[src/rtl/arp_pkg.sv]
// arp_pkg: shared ARP constants, FSM state encodings and the header check helper
// used by arp_reply_gen and arp_cache.
package arp_pkg;

   localparam logic [15:0] ARP_HTYPE_ETH    = 16'd1;
   localparam logic [15:0] ARP_PTYPE_IPV4   = 16'h0800;
   localparam logic [15:0] ETHERTYPE_ARP    = 16'h0806;
   localparam logic [15:0] ARP_OPER_REQUEST = 16'd1;
   localparam logic [15:0] ARP_OPER_REPLY   = 16'd2;
   localparam logic [7:0]  ARP_HLEN_ETH     = 8'd6;
   localparam logic [7:0]  ARP_PLEN_IPV4    = 8'd4;

   // Frame handler FSM encodings
   localparam logic [1:0] ST_IDLE  = 2'd0;
   localparam logic [1:0] ST_CHECK = 2'd1;
   localparam logic [1:0] ST_REPLY = 2'd2;

   // True for an IPv4-over-Ethernet ARP header
   function automatic logic arp_hdr_ok(input logic [15:0] htype,
                                       input logic [15:0] ptype,
                                       input logic [7:0]  hlen,
                                       input logic [7:0]  plen);
      return (htype == ARP_HTYPE_ETH) && (ptype == ARP_PTYPE_IPV4) &&
             (hlen == ARP_HLEN_ETH) && (plen == ARP_PLEN_IPV4);
   endfunction

endpackage

[src/rtl/arp_cache.sv]
// arp_cache: small fully-associative IP->MAC binding table.
//   wr_en_i/wr_ip_i/wr_mac_i : learn port; an existing IP is updated in place,
//                              otherwise the round-robin slot is replaced
//   lk_en_i/lk_ip_i          : accepted lookup request
//   lk_valid_o/lk_hit_o/lk_mac_o : registered response, one cycle after request
// Lookups see the table contents before any write in the same cycle.
module arp_cache #(
   parameter int unsigned CACHE_ENTRIES = 4
) (
   input  logic        clk,
   input  logic        rst_n,
   input  logic        wr_en_i,
   input  logic [31:0] wr_ip_i,
   input  logic [47:0] wr_mac_i,
   input  logic        lk_en_i,
   input  logic [31:0] lk_ip_i,
   output logic        lk_valid_o,
   output logic        lk_hit_o,
   output logic [47:0] lk_mac_o
);
   import arp_pkg::*;

   localparam int unsigned CACHE_PTR_WIDTH = $clog2(CACHE_ENTRIES);

   logic [31:0]                ip_q  [CACHE_ENTRIES];
   logic [47:0]                mac_q [CACHE_ENTRIES];
   logic [CACHE_ENTRIES-1:0]   vld_q;
   logic [CACHE_PTR_WIDTH-1:0] ptr_q;

   logic                       wr_match;
   logic [CACHE_PTR_WIDTH-1:0] wr_idx;
   logic                       lk_hit_d;
   logic [47:0]                lk_mac_d;
   logic                       resp_valid_q, resp_hit_q;
   logic [47:0]                resp_mac_q;

   always_comb begin
      wr_match = 1'b0;
      wr_idx   = ptr_q;
      for (int unsigned i = 0; i < CACHE_ENTRIES; i++) begin
         if (vld_q[i] && (ip_q[i] == wr_ip_i)) begin
            wr_match = 1'b1;
            wr_idx   = CACHE_PTR_WIDTH'(i);
         end
      end
   end

   always_comb begin
      lk_hit_d = 1'b0;
      lk_mac_d = '0;
      for (int unsigned i = 0; i < CACHE_ENTRIES; i++) begin
         if (vld_q[i] && (ip_q[i] == lk_ip_i)) begin
            lk_hit_d = 1'b1;
            lk_mac_d = mac_q[i];
         end
      end
   end

   always_ff @(posedge clk or negedge rst_n) begin
      if (!rst_n) begin
         vld_q <= '0;
         ptr_q <= '0;
         for (int unsigned i = 0; i < CACHE_ENTRIES; i++) begin
            ip_q[i]  <= '0;
            mac_q[i] <= '0;
         end
      end else if (wr_en_i) begin
         ip_q[wr_idx]  <= wr_ip_i;
         mac_q[wr_idx] <= wr_mac_i;
         vld_q[wr_idx] <= 1'b1;
         // Pointer only advances on a fresh allocation; power-of-two size wraps naturally
         if (!wr_match) ptr_q <= ptr_q + CACHE_PTR_WIDTH'(1);
      end
   end

   always_ff @(posedge clk or negedge rst_n) begin
      if (!rst_n) begin
         resp_valid_q <= 1'b0;
         resp_hit_q   <= 1'b0;
         resp_mac_q   <= '0;
      end else begin
         resp_valid_q <= lk_en_i;
         resp_hit_q   <= lk_en_i && lk_hit_d;
         resp_mac_q   <= lk_en_i ? lk_mac_d : '0;
      end
   end

   assign lk_valid_o = resp_valid_q;
   assign lk_hit_o   = resp_hit_q;
   assign lk_mac_o   = resp_mac_q;

endmodule

[src/rtl/arp_reply_gen.sv]
// arp_reply_gen: checks parsed ARP frames, builds replies to requests for the
// local IP and (optionally) learns sender bindings into a lookup cache.
//   s_frame_* / s_eth_* / s_arp_* : parsed frame from the ARP receiver
//   local_mac / local_ip          : this node's addresses (sampled in CHECK)
//   m_frame_* / m_eth_* / m_arp_* : reply frame to the ARP transmitter
//   lookup_req_* / lookup_resp_*  : IP->MAC query port for the IP tx path
//   stat_reply_sent / stat_frame_drop : single-cycle event pulses
// Optional feature: define ARP_CACHE_EN to build the cache; otherwise lookups
// always answer with a miss.
module arp_reply_gen #(
   parameter int unsigned CACHE_ENTRIES = 4
) (
   input  logic        clk,
   input  logic        rst_n,
   input  logic        s_frame_valid,
   output logic        s_frame_ready,
   input  logic [47:0] s_eth_dest_mac,
   input  logic [47:0] s_eth_src_mac,
   input  logic [15:0] s_eth_type,
   input  logic [15:0] s_arp_htype,
   input  logic [15:0] s_arp_ptype,
   input  logic [15:0] s_arp_oper,
   input  logic [7:0]  s_arp_hlen,
   input  logic [7:0]  s_arp_plen,
   input  logic [47:0] s_arp_sha,
   input  logic [47:0] s_arp_tha,
   input  logic [31:0] s_arp_spa,
   input  logic [31:0] s_arp_tpa,
   input  logic [47:0] local_mac,
   input  logic [31:0] local_ip,
   output logic        m_frame_valid,
   input  logic        m_frame_ready,
   output logic [47:0] m_eth_dest_mac,
   output logic [47:0] m_eth_src_mac,
   output logic [15:0] m_eth_type,
   output logic [15:0] m_arp_htype,
   output logic [15:0] m_arp_ptype,
   output logic [15:0] m_arp_oper,
   output logic [7:0]  m_arp_hlen,
   output logic [7:0]  m_arp_plen,
   output logic [47:0] m_arp_sha,
   output logic [47:0] m_arp_tha,
   output logic [31:0] m_arp_spa,
   output logic [31:0] m_arp_tpa,
   input  logic        lookup_req_valid,
   output logic        lookup_req_ready,
   input  logic [31:0] lookup_req_ip,
   output logic        lookup_resp_valid,
   output logic        lookup_resp_hit,
   output logic [47:0] lookup_resp_mac,
   output logic        stat_reply_sent,
   output logic        stat_frame_drop
);
   import arp_pkg::*;

   localparam int unsigned CACHE_PTR_WIDTH = $clog2(CACHE_ENTRIES);

   if ((CACHE_ENTRIES < 2) || (CACHE_ENTRIES > 16) ||
       ((32'd1 << CACHE_PTR_WIDTH) != CACHE_ENTRIES)) begin : g_bad_cfg
      $error("arp_reply_gen: CACHE_ENTRIES must be a power of two in 2..16");
   end

   logic [1:0]  state_q, state_d;
   logic        s_ready_q, lk_en_q;
   logic [15:0] req_htype_q, req_ptype_q, req_oper_q;
   logic [7:0]  req_hlen_q, req_plen_q;
   logic [47:0] req_sha_q;
   logic [31:0] req_spa_q, req_tpa_q;
   logic        accept, in_check, frame_ok, do_reply;

   // Ethernet header and target MAC of the request are not needed for the reply
   logic unused_rx;
   assign unused_rx = ^{s_eth_dest_mac, s_eth_src_mac, s_eth_type, s_arp_tha};

   assign accept   = s_ready_q && s_frame_valid;
   assign in_check = (state_q == ST_CHECK);
   assign frame_ok = arp_hdr_ok(req_htype_q, req_ptype_q, req_hlen_q, req_plen_q);
   assign do_reply = frame_ok && (req_oper_q == ARP_OPER_REQUEST) &&
                     (req_tpa_q == local_ip) && (local_ip != '0);

   always_comb begin
      state_d = state_q;
      case (state_q)
         ST_IDLE:  if (accept) state_d = ST_CHECK;
         ST_CHECK: state_d = do_reply ? ST_REPLY : ST_IDLE;
         ST_REPLY: if (m_frame_ready) state_d = ST_IDLE;
         default:  state_d = ST_IDLE;
      endcase
   end

   // Ready is registered so it stays low throughout reset and rises one clock later
   always_ff @(posedge clk or negedge rst_n) begin
      if (!rst_n) begin
         state_q   <= ST_IDLE;
         s_ready_q <= 1'b0;
         lk_en_q   <= 1'b0;
      end else begin
         state_q   <= state_d;
         s_ready_q <= (state_d == ST_IDLE);
         lk_en_q   <= 1'b1;
      end
   end

   always_ff @(posedge clk or negedge rst_n) begin
      if (!rst_n) begin
         req_htype_q <= '0;
         req_ptype_q <= '0;
         req_oper_q  <= '0;
         req_hlen_q  <= '0;
         req_plen_q  <= '0;
         req_sha_q   <= '0;
         req_spa_q   <= '0;
         req_tpa_q   <= '0;
      end else if (accept) begin
         req_htype_q <= s_arp_htype;
         req_ptype_q <= s_arp_ptype;
         req_oper_q  <= s_arp_oper;
         req_hlen_q  <= s_arp_hlen;
         req_plen_q  <= s_arp_plen;
         req_sha_q   <= s_arp_sha;
         req_spa_q   <= s_arp_spa;
         req_tpa_q   <= s_arp_tpa;
      end
   end

   always_ff @(posedge clk or negedge rst_n) begin
      if (!rst_n) begin
         m_eth_dest_mac <= '0;
         m_eth_src_mac  <= '0;
         m_eth_type     <= '0;
         m_arp_htype    <= '0;
         m_arp_ptype    <= '0;
         m_arp_oper     <= '0;
         m_arp_hlen     <= '0;
         m_arp_plen     <= '0;
         m_arp_sha      <= '0;
         m_arp_tha      <= '0;
         m_arp_spa      <= '0;
         m_arp_tpa      <= '0;
      end else if (in_check && do_reply) begin
         m_eth_dest_mac <= req_sha_q;
         m_eth_src_mac  <= local_mac;
         m_eth_type     <= ETHERTYPE_ARP;
         m_arp_htype    <= ARP_HTYPE_ETH;
         m_arp_ptype    <= ARP_PTYPE_IPV4;
         m_arp_oper     <= ARP_OPER_REPLY;
         m_arp_hlen     <= ARP_HLEN_ETH;
         m_arp_plen     <= ARP_PLEN_IPV4;
         m_arp_sha      <= local_mac;
         m_arp_tha      <= req_sha_q;
         m_arp_spa      <= local_ip;
         m_arp_tpa      <= req_spa_q;
      end
   end

   assign s_frame_ready   = s_ready_q;
   assign m_frame_valid   = (state_q == ST_REPLY);
   assign stat_reply_sent = m_frame_valid && m_frame_ready;
   assign stat_frame_drop = in_check && !do_reply;

`ifdef ARP_CACHE_EN
   logic learn;
   assign learn = in_check && frame_ok && (req_spa_q != '0) &&
                  ((req_oper_q == ARP_OPER_REQUEST) || (req_oper_q == ARP_OPER_REPLY));
   // Learning owns the table in its write cycle, so queries are held off then
   assign lookup_req_ready = lk_en_q && !learn;

   arp_cache #(
      .CACHE_ENTRIES(CACHE_ENTRIES)
   ) u_cache (
      .clk        (clk),
      .rst_n      (rst_n),
      .wr_en_i    (learn),
      .wr_ip_i    (req_spa_q),
      .wr_mac_i   (req_sha_q),
      .lk_en_i    (lookup_req_valid && lookup_req_ready),
      .lk_ip_i    (lookup_req_ip),
      .lk_valid_o (lookup_resp_valid),
      .lk_hit_o   (lookup_resp_hit),
      .lk_mac_o   (lookup_resp_mac)
   );
`else
   logic lk_valid_q;
   logic unused_lookup;
   assign unused_lookup = ^lookup_req_ip;

   always_ff @(posedge clk or negedge rst_n) begin
      if (!rst_n) lk_valid_q <= 1'b0;
      else        lk_valid_q <= lookup_req_valid && lk_en_q;
   end

   assign lookup_req_ready  = lk_en_q;
   assign lookup_resp_valid = lk_valid_q;
   assign lookup_resp_hit   = 1'b0;
   assign lookup_resp_mac   = '0;
`endif

endmodule

[config.mk]
export PLATFORM = sky130hd
export DESIGN_NAME = arp_reply_gen
export DESIGN_NICKNAME = d
export VERILOG_FILES = /design/src/rtl/arp_pkg.sv /design/src/rtl/arp_cache.sv /design/src/rtl/arp_reply_gen.sv
export SDC_FILE = /design/constraint.sdc
export NUM_CORES = 1
export LEC_CHECK = 0
export CORE_AREA = 2 2 332 334
export CTS_CLUSTER_SIZE = 30
export DETAILED_ROUTE_END_ITERATION = 16
export DIE_AREA = 0 0 334 336
export DONT_BUFFER_PORTS = 1
export SLEW_MARGIN = 20
export SYNTH_ARGS = -nofsm -noshare
export SYNTH_HDL_FRONTEND = slang
export SYNTH_SLANG_ARGS = --single-unit
[constraint.sdc]
create_clock -name clk -period 4.3 [get_ports clk]
set_input_delay 0.86 -clock clk [delete_from_list [all_inputs] [get_ports clk]]
set_output_delay 0.86 -clock clk [all_outputs]
set_load 0.02 [all_outputs]
==> impl_metrics.toml, run 1 <==
[run_status]
status = "completed"

[timing]
final.period_utilization = 0.9230
finalSetupTns_ps = 0
rsz0062_at_grt = "false"
clock_skew_ps = 34.89
slew_viol_final = 0
relSlewSlack = 0.4247
finalHoldViolCount = 0
clock.fmax_ghz = 0.2520
timing.final.ws_setup_ps = 331.2
fin_crit_ps = 3969
tightest_slew_ps = 862.9
setup_viol = 0

[cells_and_area]
fillers = 11910
drive_gt1_frac = 0.3633
syn2layout_area_growth_pct = 13.00
nets = 1398

[drt]
via_count = 7273
dr.pass1.iters = 4
post_drt_wl_per_cell_um = 17.07
vias_per_cell = 3.042
ant_nets = 0
drc = 0
drtIter0Drc = 190
drt-total-wl_mm = 40.81

[synth]
syn_area_um2 = 14920
seq_area_frac_synth = 0.5737
yosysTopAreaCell = "dfrtp_1"
ys_top_cells_by_count = "dfrtp_1 (342), mux2_2 (269), buf_4 (234)"
ys_async_sr_fraction = 1.000
yosysWarnings = 0
synth_seq_cells = 342
ys_dominant_reg_cell = "dfrtp_1"
synth_area_leaders = "dfrtp_1 (57%), mux2_2 (20%), buf_4 (12%), mux2_1 (5.1%), nor4_1 (1.0%)"
synth_top_area_frac = 0.5737
syn_area_per_cell_um2 = 14.50
synthCells = 1029
synth.most_common_cell = "dfrtp_1"
synth-edff-count = 0
synth_cell_types = 26

[clock_tree]
cts_root_buffer = "clkbuf_16"
cts_setup_buffers = 0
clk_path_buf_depth = 3
cts.sink_count = 342
cts.clk_slew.worst_paths_ps = 60
numCtsBuffers = 39
cts_tree = "yes"
cts-htree-levels = 2
cts-resized-gates = 0
clock_latency_ps = 590

[grt]
grt_overflow = 0
grt_use_met2 = 0.1086
grt_pass1_vias = 7736
grt_max_degree = 343
busiest_layer = "met2"
grt_usage = 0.06731
antenna_found_initial = 23
met3_usage = 0.04106
grt_pass1_wl_mm = 54.56
use_met1 = 0.06575

[placement]
gp_congestion = 0.7522
io_buffers = 0
post-dp-hpwl_mm = 29.80
pre_cts_slack_ps = 510.0

[floorplan]
die_width_um = 334
die_h_um = 336
placementRows = 121
dieArea_um2 = 112200
io_pins = 844
core_um2 = 108400
start_util = 0.1376

[pwr]
swShare = 0.2435
power_frac_comb = 0.085
seqPwrFrac = 0.468
vdd_ir_drop_max_v = 0.0004376
p_per_area_nw_per_um2 = 463.6
clockPowerShare = 0.447
internal-power_mw = 5.912
p_leak_nw = 7.373
power_switching_mw = 1.903

[worst_setup_path]
rrSetupSlack_ps = 580
critical_path_class = "register to output port"
worstSetupStartpointType = "register"
critPathRequiredTime_ps = 3440
cp.arrival_ps = 3110
crit_fanout = 2
cp-end-kind = "output port"

[flow_run]
maxCapViolations = 0

[min_path]
hp-class = "input pin to async pin"
-- layout by cell type, fill, tap and decap left out, drive strengths merged, types with 4 or more instances in the layout --
cell type / synthesis / routed
nor4: 24 / 24
diode: 0 / 8
mux2: 336 / 336
xor2: 15 / 15
dfrtp: 342 / 342
clkbuf: 14 / 47
bufinv: 0 / 6
buf: 247 / 17
xnor2: 17 / 17
clkinv: 0 / 8
nand4: 11 / 11
nor4b: 4 / 4
conb: 2 / 121
-- critical path, stage by stage (launching register included) --
cell,delay [ps]
dfrtp_1,380
nor4b_1,620
nand4_1,450
or4_1,690
nor4_1,200
nor2b_1,190
-- power by group through the flow --
stage	Clock, mW	Sequential (mW)	Combinational (mW)
global placement	0	3.70	0.572
finish	3.49	3.66	0.663
detailed placement	0	3.72	0.593
global route	3.76	3.69	0.730
floorplan	0	3.65	0.571
CTS	3.66	3.66	0.594
-- sequential cells by signal, indices dropped and copies added, names as in the netlist --
signal             flops
lookup_req_ready       1
req_spa_q             32
req_tpa_q             32
s_frame_ready          1
m_arp_plen             1
m_arp_tha             48
req_oper_q            16
req_plen_q             8
m_arp_tpa             32
m_arp_sha             48
state_q                2
m_arp_spa             32
req_ptype_q           16
req_hlen_q             8
req_htype_q           16
req_sha_q             48
lookup_resp_valid      1
-- layout make-up --
type	count	area, um2	share of cell area
clock buffer	47	1046	0.06205
timing repair buffer	17	277.8	0.01648
inverter	1	3.754	0.0002227
multi-input combinational	544	4895	0.2904
tap	1414	1769	0.1050
antenna	8	20.02	0.001188
clock inverter	18	285.3	0.01692
sequential	342	8559	0.5078
-- stage by stage --
| step | std cells | total power, mW | hold WS, ps | area, um2 | util |
|---|---|---|---|---|---|
| 2_1_floorplan | 1148 | 4.222 | 435.4 | 15360 | - |
| 3_3_place_gp | 2313 | 4.274 | 457.2 | 15370 | 0.1418 |
| 3_5_place_dp | 2313 | 4.314 | 459.0 | 15370 | 0.1418 |
| 4_1_cts | 2378 | 7.913 | -84.27 | 16700 | 0.1540 |
| 5_1_grt | 2389 | 8.181 | 93.25 | 16850 | 0.1555 |
| 6_report | 2391 | 7.815 | 134.7 | 16860 | 0.1555 |
-- logic make-up (layout without fill, tap and decap cells) --
logic type | count (synthesis) | in the layout | synth area share
DFF | 342 | 342 | 0.5737
muxes | 336 | 336 | 0.2536
buffers and inverters | 262 | 83 | 0.1294
and+or+nand+nor | 52 | 52 | 0.02256
xor gates and xnor gates | 32 | 32 | 0.01879
AOI/OAI and AO/OA | 3 | 3 | 0.001342
other | 2 | 129 | 0.0005035
-- final timing paths --
kind,start,endpoint,cells after the start
max reg2reg,req_oper_q[3]$_DFFE_PN0P_,m_arp_tha[10]$_DFFE_PN0P_,7
max,req_oper_q[3]$_DFFE_PN0P_,stat_frame_drop,5
min in group clk,s_arp_spa[8],req_spa_q[8]$_DFFE_PN0P_,1
min reg2reg,state_q[0]$_DFF_PN0_,state_q[0]$_DFF_PN0_,1
min,rst_n,m_arp_spa[25]$_DFFE_PN0P_,1
max in group asynchronous,rst_n,m_arp_sha[34]$_DFFE_PN0P_,1
-- metal layers --
layer,part of all wire,up-vias
met4,0.049,20
met3,0.13,98
met2,0.48,430
met5,0.0033,-
met1,0.34,3679
li1,-,3046
(Power assumes the default switching activity.)
==> inputs of run 2 (changes only) <==
PLACE_DENSITY = 0.34   (was unset)
==> run 2 against run 1 <==
First-iteration DRC count is 31% higher. Setup slack better by 78 ps. Sequential share of layout area is 0.26 points lower. Largest cell class unchanged. Critical path type unchanged. Final area is 0.51% higher.
==> impl_metrics.toml, run 2 (synthesis results as in run 1) <==
[run_status]
status = "completed"

[grt]
grt_overflow = 0
grt_pass1_wl_mm = 57.88
grt_max_degree = 343
grt_usage = 0.07177
antenna_found_initial = 32
grt_pass1_vias = 7935

[timing]
finalHoldViolCount = 0
relSlewSlack = 0.4054
whs_ps = 180.1
rsz0062_at_grt = "false"
final.period_utilization = 0.9049
finalSetupTns_ps = 0
timing.final.ws_setup_ps = 408.8
clock_skew_ps = 26.66
setup_viol = 0
fin_crit_ps = 3891
clock.fmax_ghz = 0.2570
slew_viol_final = 0
tightest_slew_ps = 891.9

[floorplan]
core_um2 = 108400
placementRows = 121
die_width_um = 334
dieArea_um2 = 112200
io_pins = 844
start_util = 0.1376
die_h_um = 336

[pwr]
p_per_area_nw_per_um2 = 466.0
p_leak_nw = 7.422
vdd_ir_drop_max_v = 0.0002424

[worst_setup_path]
cp.arrival_ps = 3030
critPathLaunch = "req_ptype_q[13]$_DFFE_PN0P_"
critical_path_class = "register to output port"
rrSetupSlack_ps = 830
r2r_start = "req_ptype_q[13]$_DFFE_PN0P_"
worstSetupStartpointType = "register"
r2r_cells = 8
critPathRequiredTime_ps = 3440
r2r-end = "m_arp_tha[2]$_DFFE_PN0P_"
crit_fanout = 2
cp-end-kind = "output port"

[cells_and_area]
nets = 1407
reg_top3 = "m_arp_sha x48, m_arp_tha x48, req_sha_q x48"
drive_gt1_frac = 0.3652
syn2layout_area_growth_pct = 13.58
final_common_cell = "dfrtp_1"
most-common-layout-cells = "dfrtp_1 (341), mux2_2 (269), conb_1 (121), mux2_1 (67), clkbuf_16 (44)"

[clock_tree]
clk_path_buf_depth = 3
cts-htree-levels = 2
cts_setup_buffers = 0
cts.sink_count = 342
cts.clk_slew.worst_paths_ps = 60
cts-resized-gates = 0
cts_root_buffer = "clkbuf_16"
clock_latency_ps = 610
cts_tree = "yes"
numCtsBuffers = 44

[drt]
dr.pass1.iters = 4
ant_nets = 0
drt-total-wl_mm = 42.03
drtIter0Drc = 249
via_count = 7393
post_drt_wl_per_cell_um = 17.49
drc = 0
vias_per_cell = 3.077

[placement]
io_buffers = 0
pre_cts_slack_ps = 654.9
post-dp-hpwl_mm = 29.73
gp_congestion = 0.6834

[min_path]
hp-class = "input pin to async pin"

[flow_run]
maxCapViolations = 0
[run 2: through the flow]
stage / cell area, um2 / utilization / cells / total power, mW
after floorplan: 15360 / - / 1148 / 4.222
after global placement: 15460 / 0.1426 / 2319 / 4.267
after detailed placement: 15460 / 0.1426 / 2319 / 4.293
after CTS: 16840 / 0.1554 / 2394 / 8.052
after global routing: 16940 / 0.1563 / 2401 / 8.331
final: 16940 / 0.1563 / 2403 / 7.895
[run 2: routing by layer]
layer  global-route usage  wire length (um)  up-vias
met3              0.04146              5384      111
met2               0.1189             20530      424
met4              0.03239              1407       36
met1              0.07319             14490     3743
li1                     -                 -     3079
met5                    0               222        -
[run 2: layout make-up]
type / count / area [um2]
clock buffer: 62 / 1249
sequential: 342 / 8559
tap: 1414 / 1769
inverter: 1 / 3.754
fill: 11950 / 91460
multi-input combinational: 544 / 4888
timing repair buffer: 21 / 317.8
clock inverter: 13 / 140.1
antenna: 6 / 15.01
[run 2: worst max path at each step]
stage / end / slack [ps] / depth (start not counted)
after floorplan: stat_frame_drop / 1430 / 5
after global placement: m_arp_tha[2]$_DFFE_PN0P_ / 620 / 7
after detailed placement: m_arp_tha[2]$_DFFE_PN0P_ / 650 / 8
after CTS: stat_frame_drop / 170 / 6
after global routing: stat_frame_drop / 30 / 6
final: stat_frame_drop / 410 / 6
[run 2: worst max-delay path, cell delays in order, from the launching register on]
cell and delay (ps):
dfrtp_1 370, nor4b_1 580, buf_4 230, nand4_1 150, or4_1 640, nor4_1 290, nor2b_1 180
[run 2: where the power goes]
part / internal [mW] / switching [mW]
clock: 2.09 / 1.51
sequential: 3.50 / 0.146
combinational: 0.309 / 0.342
total: 5.90 / 2.00
==> variant 1, RTL diff (config.mk and constraints of run 1) <==
Reset style: synchronous (`rst_n`), changed in 4 clocked blocks.
--- a/src/rtl/arp_reply_gen.sv
+++ b/src/rtl/arp_reply_gen.sv
@@ -90,5 +90,5 @@
 
    // Ready is registered so it stays low throughout reset and rises one clock later
-   always_ff @(posedge clk or negedge rst_n) begin
+   always_ff @(posedge clk) begin
       if (!rst_n) begin
          state_q   <= ST_IDLE;
@@ -102,5 +102,5 @@
    end
 
-   always_ff @(posedge clk or negedge rst_n) begin
+   always_ff @(posedge clk) begin
       if (!rst_n) begin
          req_htype_q <= '0;
@@ -124,5 +124,5 @@
    end
 
-   always_ff @(posedge clk or negedge rst_n) begin
+   always_ff @(posedge clk) begin
       if (!rst_n) begin
          m_eth_dest_mac <= '0;
@@ -185,5 +185,5 @@
    assign unused_lookup = ^lookup_req_ip;
 
-   always_ff @(posedge clk or negedge rst_n) begin
+   always_ff @(posedge clk) begin
       if (!rst_n) lk_valid_q <= 1'b0;
       else        lk_valid_q <= lookup_req_valid && lk_en_q;
Check against the original RTL: differs if rst_n is asserted again (counterexample within 4 cycles, from zero or initial values and one cycle with rst_n low); with rst_n held inactive, the same outputs for 4 cycles.
==> variant 1 against run 1 <==
- synthesized area increased by 2.0%
- routed wire length rose by 18%
- sequential cell count unchanged
- sequential share of layout area fell by 9.8 points
- critical endpoint unchanged
- setup slack gained 0.19 ns
- first-iteration DRC count grew to 2.5 times the old value
- power shrank 9.9%
- cell area fell by 0.81%
- fmax is 5.1% higher
==> variant 1: results (changes against run 1) <==
- Synth Area in Compound Gates: 0.0889 (+0.0876)
- Critical path's slowest cell: nor4_1
- Pre-antenna DRT Iters: 4 (unchanged)
- Post-CTS Setup Inserts: 0 (unchanged)
- Inserted Clock Buffers: 40 (+2.6%)
- Final WL: 48000 um (+18%)
- CP Max Fanout: 2 (unchanged)
- Biggest regs: m_arp_sha (48), m_arp_tha (48), req_sha_q (48)
- Dpl hpwl: 34700 um (+16%)
- Clock slew at reported path FFs: 0.06 ns (about the same)
- Worst Path Arrival: 2.92 ns (-0.19 ns)
- Yosys synthesis warning count: 0 (unchanged)
- R2r endpoint: m_arp_tpa[1]$_SDFFE_PN0P_
- Synth Flop Type: dfxtp_1
- CP max stage delay: 0.65 ns (-0.04 ns)
- Resized Gates After CTS: 0 (unchanged)
- Min-delay src: local_ip[12]
- Async SR Flop Fraction: 0 (-1.00)
- Largest net degree at the start of global routing: 503 (+47%)
- Vias in the first global route: 9698 (+25%)
- Sequential area share after synthesis: 0.450 (-0.124)
- Unique masters post-synth: 23 (-12%)
- Outcome: completed
- Hold path endpoint: m_arp_spa[12]$_SDFFE_PN0P_
- Post-synth top cells: 673 x nand2_1, 342 x dfxtp_1, 234 x buf_4
- Share of layout cells above drive strength 1: 0.0528 (-0.310)
- Initial DRC count: 480 (+150%)
- Slew HR: 0.210 (-0.214)
- Clock Tree Root: clkbuf_16
- Worst Hold Depth: 2
- GRT Total Usage: 0.0803 (+0.0130)
- Post-Synth Adder-Cell Area: 0 (unchanged)
- VDD IR-drop max: 231 uV (-47%)
- Max clock buf depth: 3 (unchanged)
- Initial antenna violation count: 8 (-65%)
- Main area contributors after synthesis: dfxtp_1 45%, nand2_1 17%, buf_4 12%, mux2i_1 11%, a21boi_0 8.7%
- Port Buffer Count: 0 (unchanged)
- Min-Delay Path Class: in2reg
- Worst clock skew: 0.0299 ns (-0.00498 ns)
- H-tree levels: 2 (unchanged)
- Post-synthesis mux area share: 0.105 (-0.148)
- Pleak: 0.00537 uW (-27%)
- Family with the most delay on the worst path: simple AND/OR/NAND/NOR gates
- Global-route wire length before repair: 66000 um (+21%)
- XOR/XNOR Fraction of Synth Area: 0.0184 (-0.000365)
- Worst-Skew Late Latency: 0.59 ns (about the same)
- RR Startpoint: req_hlen_q[3]$_SDFFE_PN0P_
- Nets: 2072 (+48%)
- Vias/cell: 3.38 (+11%)
- R2R Setup Slk: 1.05 ns (+0.47 ns)
- Routability cong.: 0.780 (+3.7%)
- Reg2reg path depth: 8 (+1)
[variant 1: cell types whose count changed after synthesis, sizes merged, moves of 15 or more]
cell,change
clkbuf,+78
nand2,+672
a21boi,+176
dfrtp,-342
xor2,-15
mux2,-336
dfxtp,+342
mux2i,+160
xnor2,+15
[variant 1: worst max-delay path by stage]
stage                                    start                    endpoint  slack (ns)  depth (start not counted)
detailed placement  req_hlen_q[3]$_SDFFE_PN0P_   m_arp_tpa[1]$_SDFFE_PN0P_        0.87                          8
floorplan                         local_ip[14]             stat_frame_drop        1.68                          5
global placement    req_hlen_q[3]$_SDFFE_PN0P_  m_arp_spa[22]$_SDFFE_PN0P_        0.89                          8
CTS                 req_plen_q[6]$_SDFFE_PN0P_             stat_frame_drop        0.30                          5
finish              req_hlen_q[3]$_SDFFE_PN0P_             stat_frame_drop        0.52                          5
global route        req_hlen_q[3]$_SDFFE_PN0P_             stat_frame_drop        0.31                          5
[variant 1: kinds of logic after synthesis]
kind of cell	after synthesis
buf+inv	337
compound gates	180
other cells	1
xor+xnor	32
mux	160
simple gates	723
flops	342
[variant 1: layout make-up]
| cell class | count | area [um^2] |
|---|---|---|
| well taps | 1414 | 1770 |
| diodes | 1 | 2.50 |
| repair buffers | 20 | 250 |
| clock buffers | 54 | 1110 |
| flip-flops and latches | 342 | 6850 |
| fillers | 12200 | 91700 |
| multi-input cells | 1215 | 6570 |
| clock inverters | 16 | 171 |
[variant 1: power by group]
part | switching, uW | internal [uW] | total [uW]
Sequential | 44.8 | 3250 | 3290
Clock | 1450 | 1940 | 3390
Combinational | 242 | 115 | 357
Total | 1740 | 5310 | 7040
[variant 1: through the flow]
step | cell area, um^2 | hold slack, ns | utilization | setup WS [ns] | cells
2_1_floorplan | 15700 | 0.438 | - | 1.68 | 1894
3_3_place_gp | 15400 | 0.444 | 0.142 | 0.894 | 2991
3_5_place_dp | 15400 | 0.450 | 0.142 | 0.868 | 2991
4_1_cts | 16700 | 0.324 | 0.154 | 0.298 | 3061
5_1_grt | 16700 | 0.357 | 0.154 | 0.314 | 3062
6_report | 16700 | 0.405 | 0.154 | 0.524 | 3062
[variant 1: routing by layer]
metal / vias up / GRT usage / part of all wire
met2: 446 / 0.127 / 0.44
met1: 4734 / 0.0917 / 0.41
met3: 96 / 0.0342 / 0.10
met5: - / 0 / 0.00096
met4: 6 / 0.0430 / 0.042
li1: 5071 / - / -
==> variant 2, RTL diff (flow settings as in run 1) <==
Made on the original files. Add a define of `ARP_CACHE_EN`.
--- a/src/rtl/arp_reply_gen.sv
+++ b/src/rtl/arp_reply_gen.sv
@@ -8,4 +8,6 @@
 // Optional feature: define ARP_CACHE_EN to build the cache; otherwise lookups
 // always answer with a miss.
+`define ARP_CACHE_EN
+
 module arp_reply_gen #(
    parameter int unsigned CACHE_ENTRIES = 4
Formal check against the unedited RTL: not equivalent (a bounded check fails within 4 cycles, from zero or initial values and one cycle with rst_n low).
==> variant 2 against run 1 <==
- power increased by 110%
- critical path type unchanged
- routed wire length increased by 140%
- via count increased to 2.6 times the old value
- setup slack got worse by 0.10 ns
- synthesized cell count increased by 130%
- cell area increased by 120%
- sequential cell count increased by 375
- clock skew decreased by 0.0030 ns
- clock power increased by 120%
- synthesized area increased by 120%
- global-route usage increased by 11 points
- critical endpoint unchanged
==> variant 2: results (changes against run 1) <==
- GRT Total Usage: 0.173 (+0.106)
- Worst clock skew: 0.0319 ns (-0.00297 ns)
- Nets: 2773 (+98%)
- Non-clock buffer share of cell area: 0.0217 (+0.00525)
- Post-synth top cells: 717 x dfrtp_1, 569 x mux2_2, 188 x xor2_1
- Synth Flop Type: dfrtp_1
- Dpl hpwl: 68600 um (+130%)
- Outcome: completed
- Non-Filler Instances: 3804 (+59%)
- CP max stage delay: 0.44 ns (-0.25 ns)
- Worst slack at placement: 0.517 ns (+0.00718 ns)
- Multi-input gate area: 0.0133 mm^2 (+170%)
- CTS sink count: 717 (+110%)
- Largest net degree at the start of global routing: 718 (+110%)
- Reg2reg path depth: 9 (+2)
- #MultiIn Comb: 1450 (+170%)
- Post-Place Cells: 3642 (+57%)
- Seq/total area: 0.487 (-0.0210)
- VDD IR-drop max: 384 uV (-12%)
- Pre-antenna DRT Iters: 5 (+1)
- CLK BUF: 129 (+170%)
- Share of layout cells above drive strength 1: 0.366 (+0.00300)
- # fillers: 10600 (-11%)
- Clock network area share: 0.0807 (+0.00174)
- Vias/cell: 5.01 (+65%)
- Initial antenna violation count: 11 (-52%)
- Routability cong.: 0.928 (+23%)
- Worst Path Arrival: 3.21 ns (+0.10 ns)
- Inverter count: 6 (+5)
- Inserted Clock Buffers: 85 (+120%)
- Synthesized area per cell: 13.7 um^2 (-5.7%)
- Initial DRC count: 1188 (+530%)
- Unique masters post-synth: 48 (+85%)
- Pleak: 0.0170 uW (+130%)
- H-tree levels: 3 (+1)
- Sequential area share after synthesis: 0.543 (-0.0309)
- Vias in the first global route: 19500 (+150%)
- Worst Tran Pin Value: 0.966 ns (+0.103 ns)
- Wire per inst: 25.9 um (+52%)
- Critical path's slowest cell: dfrtp_1
- Global-route wire length before repair: 143000 um (+160%)
- Main area contributors after synthesis: dfrtp_1 54%, mux2_2 19%, xor2_1 5.0%, buf_4 4.0%, mux2_4 3.6%
- Worst-Skew Late Latency: 0.66 ns (+0.07 ns)
- Non-clock buffers: 60 (+43)
- Antenna Diode Count: 1 (-7)
- Biggest regs: u_cache.mac_q (192), u_cache.ip_q (128)
==> variant 2: per-layer routing <==
layer	vias up	track usage	share of wire
li1	8189	-	-
met1	9988	0.228	0.43
met2	721	0.278	0.47
met3	164	0.0486	0.075
met4	6	0.0476	0.025
met5	-	0	0.00042
==> variant 2: what timing repair did <==
action,CTS,global route
resized for setup,3,4
hold endpoints to repair,664,85
endpoints found under the setup margin,1,1
==> variant 2: through the flow <==
step,cell area (um^2),utilization
2_1_floorplan,33300,-
3_3_place_gp,33700,0.311
3_5_place_dp,33700,0.311
4_1_cts,36700,0.338
5_1_grt,36900,0.340
6_report,36900,0.340
==> variant 2: where the power goes <==
group | total [uW] | internal (uW) | switching [uW] | leakage, uW
logic | 1220 | 542 | 683 | 0.00597
clock network | 7580 | 4600 | 2980 | 0.00146
registers | 7580 | 7030 | 543 | 0.00961
==> variant 2: final timing paths <==
kind / endpoint / slack (ns) / start
min in group clk: req_tpa_q[24]$_DFFE_PN0P_ / 0.35 / s_arp_tpa[24]
worst min-delay path: u_cache.mac_q[104]$_DFFE_PN0P_ / 0.12 / rst_n
max in group asynchronous: m_arp_plen[2]$_DFFE_PN0P_ / 2.50 / rst_n
worst max register to register: u_cache.ip_q[52]$_DFFE_PN0P_ / 0.46 / req_spa_q[30]$_DFFE_PN0P_
worst max-delay path: stat_frame_drop / 0.23 / req_ptype_q[14]$_DFFE_PN0P_
worst min register to register: state_q[0]$_DFF_PN0_ / 0.45 / state_q[0]$_DFF_PN0_
==> variant 2: cell families after synthesis <==
group                  after synthesis  synth area share
flip-flops                         717             0.543
AO/OA/AOI/OAI                      153            0.0350
buffers and inverters              321            0.0647
multiplexers                       656             0.232
XOR/XNOR                           288            0.0763
AND/OR/NAND/NOR                    281            0.0486
other                                2          0.000227
